==> src/rtl/n64_pkg.sv <==
// Shared N64 controller-bus definitions: receive-FSM states, bus timing and poll command constants.
package n64_pkg;

    typedef enum logic [2:0] {
        ST_IDLE,
        ST_HUNT,
        ST_LOW,
        ST_HIGH,
        ST_STOP
    } n64_rx_state_t;

    // One quarter-bit is 1 us of PCLK; a full bit cell is four quarters.
    localparam int N64_QUARTER_CYCLES   = 96;
    localparam int N64_TIMEOUT_QUARTERS = 16;
    localparam int N64_TIMEOUT_CYCLES   = N64_QUARTER_CYCLES * N64_TIMEOUT_QUARTERS;
    localparam int N64_FRAME_BITS       = 32;
    localparam int N64_CMD_BITS         = 8;
    localparam logic [7:0] N64_CMD_POLL = 8'h01;

    function automatic logic [15:0] n64_cyc16(input int n);
        return 16'(n);
    endfunction

endpackage

==> src/rtl/n64_edge_sync.sv <==
// Two-flop synchroniser for the raw N64 line, with edge detect looking one stage ahead.
module n64_edge_sync (
    input  logic i_clk,
    input  logic i_rst,
    input  logic i_d,
    output logic o_level,
    output logic o_fall,
    output logic o_rise
);
    logic r_s1, r_s2;

    // Idle line is high, so reset to 1 to avoid a false falling edge.
    always_ff @(posedge i_clk) begin
        if (i_rst) begin
            r_s1 <= 1'b1;
            r_s2 <= 1'b1;
        end else begin
            r_s1 <= i_d;
            r_s2 <= r_s1;
        end
    end

    assign o_level = r_s2;
    assign o_fall  = r_s2 & ~r_s1;
    assign o_rise  = ~r_s2 & r_s1;

endmodule

==> src/rtl/n64_response_decoder.sv <==
// Decodes the 32-bit controller response on the N64 line into a valid/ready word, flagging bad frames.
module n64_response_decoder
    import n64_pkg::*;
#(
    parameter int QUARTER_CYCLES = N64_QUARTER_CYCLES,
    parameter int TIMEOUT_CYCLES = N64_TIMEOUT_CYCLES
) (
    input  logic        i_pclk,
    input  logic        i_preset,
    input  logic        i_arm,
    input  logic        i_n64_rx,
    output logic [31:0] o_data,
    output logic        o_data_valid,
    input  logic        i_data_ready,
    output logic        o_frame_err,
    output logic        o_overrun,
    output logic        o_busy
);
    localparam logic [15:0] L_GLITCH = n64_cyc16(QUARTER_CYCLES / 4);
    localparam logic [15:0] L_ONE    = n64_cyc16(2 * QUARTER_CYCLES);
    localparam logic [15:0] L_STUCK  = n64_cyc16(4 * QUARTER_CYCLES);
    localparam logic [15:0] L_TMO    = n64_cyc16(TIMEOUT_CYCLES);

    logic          w_level, w_fall, w_rise;
    n64_rx_state_t r_state, w_state_nxt;
    logic [15:0]   r_cnt, w_cnt_nxt, w_cnt_inc;
    logic [5:0]    r_bits, w_bits_nxt;
    logic [31:0]   r_shift, w_shift_nxt;
    logic          w_done, w_err;
    logic          r_done, r_err;
    logic [31:0]   r_data;
    logic          r_valid, r_ovr;

    n64_edge_sync u_sync (
        .i_clk   (i_pclk),
        .i_rst   (i_preset),
        .i_d     (i_n64_rx),
        .o_level (w_level),
        .o_fall  (w_fall),
        .o_rise  (w_rise)
    );

    assign w_cnt_inc = (r_cnt == 16'hFFFF) ? r_cnt : r_cnt + 16'd1;

    always_comb begin
        w_state_nxt = r_state;
        w_cnt_nxt   = r_cnt;
        w_bits_nxt  = r_bits;
        w_shift_nxt = r_shift;
        w_done      = 1'b0;
        w_err       = 1'b0;
        case (r_state)
            ST_IDLE: w_state_nxt = ST_HUNT;
            ST_HUNT: if (w_fall) begin
                w_state_nxt = ST_LOW;
                w_cnt_nxt   = '0;
                w_bits_nxt  = '0;
            end
            ST_LOW: begin
                if (w_rise) begin
                    if (r_cnt < L_GLITCH) begin
                        w_err       = 1'b1;
                        w_state_nxt = ST_HUNT;
                    end else begin
                        w_shift_nxt = {r_shift[30:0], (r_cnt < L_ONE)};
                        w_bits_nxt  = r_bits + 6'd1;
                        w_cnt_nxt   = '0;
                        w_state_nxt = ST_HIGH;
                    end
                end else if (r_cnt >= L_STUCK) begin
                    w_err       = 1'b1;
                    w_state_nxt = ST_HUNT;
                end else begin
                    w_cnt_nxt = w_cnt_inc;
                end
            end
            ST_HIGH: begin
                if (w_fall) begin
                    w_cnt_nxt   = '0;
                    w_state_nxt = (r_bits < 6'(N64_FRAME_BITS)) ? ST_LOW : ST_STOP;
                end else if (r_cnt >= L_TMO) begin
                    w_err       = 1'b1;
                    w_state_nxt = ST_HUNT;
                end else if (w_level) begin
                    w_cnt_nxt = w_cnt_inc;
                end
            end
            ST_STOP: begin
                if (w_rise) begin
                    w_done      = (r_cnt >= L_GLITCH) && (r_cnt < L_STUCK);
                    w_err       = !w_done;
                    w_state_nxt = ST_HUNT;
                end else if (r_cnt >= L_STUCK) begin
                    w_err       = 1'b1;
                    w_state_nxt = ST_HUNT;
                end else begin
                    w_cnt_nxt = w_cnt_inc;
                end
            end
            default: w_state_nxt = ST_IDLE;
        endcase
        // Losing ARM silently abandons whatever frame was in flight.
        if (!i_arm) begin
            w_state_nxt = ST_IDLE;
            w_done      = 1'b0;
            w_err       = 1'b0;
        end
    end

    always_ff @(posedge i_pclk) begin
        if (i_preset) begin
            r_state <= ST_IDLE;
            r_cnt   <= '0;
            r_bits  <= '0;
            r_shift <= '0;
            r_done  <= 1'b0;
            r_err   <= 1'b0;
        end else begin
            r_state <= w_state_nxt;
            r_cnt   <= w_cnt_nxt;
            r_bits  <= w_bits_nxt;
            r_shift <= w_shift_nxt;
            r_done  <= w_done;
            r_err   <= w_err;
        end
    end

    // A completed frame only replaces DATA if the old word is gone or leaving this cycle.
    always_ff @(posedge i_pclk) begin
        if (i_preset) begin
            r_data  <= '0;
            r_valid <= 1'b0;
            r_ovr   <= 1'b0;
        end else if (r_done && (!r_valid || i_data_ready)) begin
            r_data  <= r_shift;
            r_valid <= 1'b1;
        end else begin
            if (r_done)
                r_ovr <= 1'b1;
            if (r_valid && i_data_ready)
                r_valid <= 1'b0;
        end
    end

    assign o_data       = r_data;
    assign o_data_valid = r_valid;
    assign o_frame_err  = r_err;
    assign o_overrun    = r_ovr;
    assign o_busy       = (r_state != ST_IDLE) && (r_state != ST_HUNT);

endmodule

==> config.mk <==
export PLATFORM = sky130hd
export DESIGN_NAME = n64_response_decoder
export DESIGN_NICKNAME = d
export VERILOG_FILES = /design/src/rtl/n64_pkg.sv /design/src/rtl/n64_edge_sync.sv /design/src/rtl/n64_response_decoder.sv
export SDC_FILE = /design/constraint.sdc
export NUM_CORES = 1
export LEC_CHECK = 0
export BUFFER_PORTS_ARGS = -buffer_cell sky130_fd_sc_hd__buf_2
export CORE_ASPECT_RATIO = 0.8
export CORE_UTILIZATION = 56
export CTS_CLUSTER_SIZE = 12
export DETAILED_ROUTE_END_ITERATION = 7
export GPL_TIMING_DRIVEN = 0
export PLACE_DENSITY = 0.79
export SYNTH_ARGS = -nofsm -noshare
export SYNTH_HDL_FRONTEND = slang
export SYNTH_SLANG_ARGS = --single-unit
==> constraint.sdc <==
create_clock -name i_pclk -period 3.1 [get_ports i_pclk]
set_input_delay 0.62 -clock i_pclk [delete_from_list [all_inputs] [get_ports i_pclk]]
set_output_delay 0.62 -clock i_pclk [all_outputs]
set_load 0.01 [all_outputs]
# Word-level counts from Yosys, hierarchy flattened
# Index checks and enable logic that the tools add are counted.
# op_classes
mux	32
n_eq_ne	14
reduce_logical	19
add_sub_neg	2
bitwise_logic	9
n_lt_le_gt_ge	7
# ops
op	count
2-to-1 mux 16 bit	9
case mux 16 bit (4 select lines)	1
2-to-1 mux 3 bit	7
2-to-1 mux 6 bit	3
adder 16 x 1 -> 16 bit (second input constant)	1
equality test 16 bit (second input constant)	1
greater-or-equal comparator 16 x 11 -> 1 bit (second input constant)	1
greater-or-equal comparator 16 x 5 -> 1 bit (second input constant)	1
greater-or-equal comparator 16 x 9 -> 1 bit (second input constant)	1
< comparator 16 x 5 -> 1 bit (second input constant)	1
< comparator 16 x 8 -> 1 bit (second input constant)	1
< comparator 16 x 9 -> 1 bit (second input constant)	1
case mux 3 bit (5 select lines)	1
case mux 6 bit (2 select lines)	1
2-to-1 mux 1 bit	8
NOT 1 bit	7
adder 6 x 1 -> 6 bit (second input constant)	1
equality test 3 x 2 -> 1 bit (second input constant)	2
< comparator 6 bit (second input constant)	1
inequality test 3 x 1 -> 1 bit (second input constant)	2
inequality test 3 x 2 -> 1 bit (second input constant)	2
AND reduction 6 bit	1
logical AND 1 bit	4
inequality test 2 x 1 -> 1 bit (second input constant)	2
18 further kinds	23
# totals
reg_bits	95
output_inout_bits	36
input_bits	5
word_cells	94

# Longest topological paths before layout
# logic_depth
ltp_word	6
mapped_depth	8
depth_no_buf	6

# Modules after synthesis
# Synthesis repeated with hierarchy kept, for this count alone.
# unflattened
cells_unflattened	506
hier_area_um2	4116.4
# modules_own_cells
module	instances	area_each_um2	seq_area_each_um2	cells_per_inst
n64_response_decoder	1	4050.1	1861.8	500
n64_edge_sync	1	66.3	40.0	6

# Least setup slack after synthesis
# Ideal clock, no wire load.
# synth_path
path_kind	register to register
from	register r_cnt[3]
to	register r_cnt[5]
stages_incl_launch_ff	8
slack_ns	1.028
path_buffers	1
arrival_ns	1.937
path_cell_list	dfxtp_1 and2_1 or4_4 or4b_4 and4_4 buf_6 a31oi_1 a311oi_1
# synth_via
elab_chain_cells	6
word_cells_on_any_way	16
cone_classes	add/sub (1); order compare (3); eq/ne (3); mux (8); reduce/logical (1)
# synth_lines
element	line_no	rtl
start: declaration	n64_response_decoder.sv:26	logic [15:0] r_cnt, w_cnt_nxt, w_cnt_inc;
start signal: assignment	n64_response_decoder.sv:120	r_cnt <= w_cnt_nxt;
adder 16 x 1 -> 16 bit / equality test 16 bit (equally long branches)	n64_response_decoder.sv:43	assign w_cnt_inc = (r_cnt == 16'hFFFF) ? r_cnt : r_cnt + 16'd1;
2-to-1 mux 16 bit	n64_response_decoder.sv:43	
2-to-1 mux 16 bit	n64_response_decoder.sv:84	end else if (w_level) begin
2-to-1 mux 16 bit	n64_response_decoder.sv:81	end else if (r_cnt >= L_TMO) begin
2-to-1 mux 16 bit	n64_response_decoder.sv:78	if (w_fall) begin
case mux 16 bit (4 select lines)	n64_response_decoder.sv:52	case (r_state)
# Parallel ways exist; a longest one is shown, timed or not. The select of a mux whose other input is x is not followed.
# A chain may end at the register's enable or synchronous reset.

# Worst setup path after layout
# layout_path
from	register r_cnt[11]
to	register r_shift[31]
# layout_via
elab_chain_cells	3
# layout_lines
element	line_no	rtl
< comparator 16 x 5 -> 1 bit	n64_response_decoder.sv:61	if (r_cnt < L_GLITCH) begin
NOT 1 bit (no source line)	-	
AND reduction 3 bit (no source line)	-	
end signal: assignment	n64_response_decoder.sv:122	r_shift <= w_shift_nxt;
end: declaration	n64_response_decoder.sv:28	logic [31:0] r_shift, w_shift_nxt;
# No other way between the ends.

==> flow_metrics.tcl <==
set metrics [dict create \
    status "complete, no violations" \
    synth_common_cells "141 x nand2_1, 95 x dfxtp_1, 79 x a21oi_1" \
    cts-resized-gates 0 \
    grt_pass1_wl_um 13800 \
    cts_made_buffers 9 \
    netlist_area_mm2 0.00380 \
    synth_area_per_cell_um2 8.06 \
    yosysMostFrequentCell "nand2_1" \
    fp-row-count 26 \
    cts_setup_buffers 0 \
    synth_edf_count 0 \
    drt_wl_total_um 8520 \
    drt-vias-per-instance 5.58 \
    antenna_found_initial 0 \
    drv_slew 0 \
    grt_pass1_vias 3009 \
    irDropWorstVdd_mv 0.346 \
    fin_ws_ns 0.756 \
    timing.rr.end "r_shift[31]" \
    ff2ff_path_depth 6 \
    yosys-top-cells-area "dfxtp_1 50%, nand2_1 14%, a21oi_1 10%" \
    min_path_type "in2reg" \
    maxCapViolCount 0 \
    synth_top_area_share_pct 50.0 \
    routabilityCongestion 0.887 \
    async_flop_share_pct 0 \
    ios 41 \
    fmaxAchievable_ghz 0.427 \
    core_mm2 0.00647 \
    vias 3409 \
    cp_slowest_cell "o211ai_1" \
    dieArea_mm2 0.00713 \
    nets 531 \
    slew_headroom_pct 56.2 \
    clkSlewWorstSetupHoldPaths_ns 0.09 \
    clock_latency_ns 0.37 \
    cts.sinks 95 \
    drtIter0Drc 193 \
    wl_per_cell_um 13.9 \
    cts_hold_buffers 0 \
    path_cells "nor4_4 > nand3_2 > o211ai_1 > clkbuf_1 > nand2_1 > a21oi_1" \
    min_path_cells 2 \
    synthCells 472 \
    fin_crit_ns 2.34 \
    cts_max_level 3 \
    required_ns 3.39 \
    cts_max_path_buffers 2 \
    grt_setup_unrepaired "false" \
    place_hpwl_um 6040 \
    finalHoldViolCount 0 \
    grt_remaining_overflow 0 \
    drive_above_1_share_pct 14.2 \
    power_density_mw_per_mm2 520 \
    die_x_um 94.2 \
    start_kind "flip-flop" \
    min_to "u_sync.r_s1" \
    timing.rr.start "r_cnt[11]" \
    track_usage_pct 25.2 \
    worstHoldStart "i_n64_rx" \
    path_class "reg2reg" \
    die_height_um 75.7 \
    min_period_over_period_pct 75.6 \
    initial_utilization_pct 58.8 \
    dp_slack_ns 0.779 \
    tns_ns 0 \
    max_stage_delay_ns 0.56 \
    leakage_nw 1.61 \
    cts_root_buf "clkbuf_8" \
    arrival_ns 2.64 \
    cpLargestDelayFamily "simple AND/OR/NAND/NOR gates" \
    antenna_left 0 \
    drcViolationCount 0 \
    area_delta_synth_final_pct 14.3 \
    rrSetupSlack_ns 0.76 \
    numPortBuffers 40 \
    cts_tree "yes" \
    path_buf_inv 1 \
    synth.distinct_cells 49 \
    ys_seq_area_share_pct 50.0 \
    yosysWarnings 0 \
    grt_max_degree 17 \
    antenna_cells 0 \
    path_max_fanout 10 \
    synth_seq_cells 95 \
    syn_nets 480 \
    setup_viol 0 \
    synth.largest_area_cell "dfxtp_1" \
    tightest_slew_ns 0.655 \
    setup.worst_path.end_class "flip-flop" \
    skew_ns 0.0118 \
    ys.flop_type "dfxtp_1" \
    first_pass_iters 5 \
]
through the flow:
stage,util (%),hold WS [ns],cell area (um^2),instances,power (mW)
finish,67.2,0.446,4350,611,2.26
CTS,67.2,0.428,4350,611,2.27
global placement,63.5,0.439,4110,596,1.31
global route,67.2,0.442,4350,611,2.33
detailed placement,63.5,0.444,4110,596,1.31
floorplan,-,0.432,3800,472,1.29
registers in the layout (all words and copies together) (netlist names):
name,cells
o_data,32
r_shift,32
r_cnt,16
r_bits,6
r_state,3
o_data_valid,1
o_frame_err,1
o_overrun,1
r_done,1
u_sync.o_level,1
u_sync.r_s1,1
where the power goes:
| part | total (mW) | switching, mW | internal, mW |
|---|---|---|---|
| sequential | 1.22 | 0.00255 | 1.22 |
| clock | 0.983 | 0.446 | 0.537 |
| combinational | 0.0558 | 0.0399 | 0.0159 |
| total | 2.26 | 0.489 | 1.77 |
layout by cell type (no fill, tap or decap), types with 2 or more instances in the layout:
cell type	n
a21o_1	2
bufinv_16	3
a21oi_2	5
o31ai_1	2
nor2_1	26
a21oi_1	79
inv_1	10
nand3_1	7
nand3_2	2
nor2b_1	5
nand2b_1	5
and3_1	4
nor3b_1	3
clkbuf_1	22
or2_2	4
ha_1	3
a311oi_1	3
o211ai_1	3
nand2_1	141
nor4_1	2
a31oi_1	2
clkbuf_8	9
buf_6	2
dfxtp_1	95
inv_6	2
buf_2	40
nand4_1	6
xor2_1	4
o211a_1	2
o21ai_0	6
or3_1	3
nor3_1	3
worst max path at each step:
stage | from | to | cells after the start
4_1_cts | r_cnt[11] | r_shift[31] | 6
3_5_place_dp | r_cnt[11] | r_shift[11] | 6
5_1_grt | r_cnt[11] | r_shift[20] | 6
3_3_place_gp | r_cnt[11] | r_shift[20] | 6
2_1_floorplan | r_cnt[3] | r_cnt[5] | 7
6_report | r_cnt[11] | r_shift[31] | 6
cells by family after synthesis:
kind of cell,Yosys count,share of synthesized area (%)
fa+ha+maj,3,0.987
simple gates,221,26.5
flops,95,50.0
compound gates,113,17.5
xor+xnor,5,1.15
buf+inv,35,3.85
final cells by class:
cell class	count	area (um^2)
buffer	25	109
clock buffer	9	124
tap	84	105
inverter	10	37.5
timing repair buffer	40	200
fill	558	2120
multi-input combinational	342	1760
sequential	95	1900
clock inverter	6	115
layer usage:
metal  routed length, um  global-route usage, %
met1                4000                   33.6
met2                3820                   39.4
met3                 463                   6.69
met4                 232                   10.1
met5                   0                      0
(Power assumes the default switching activity.)
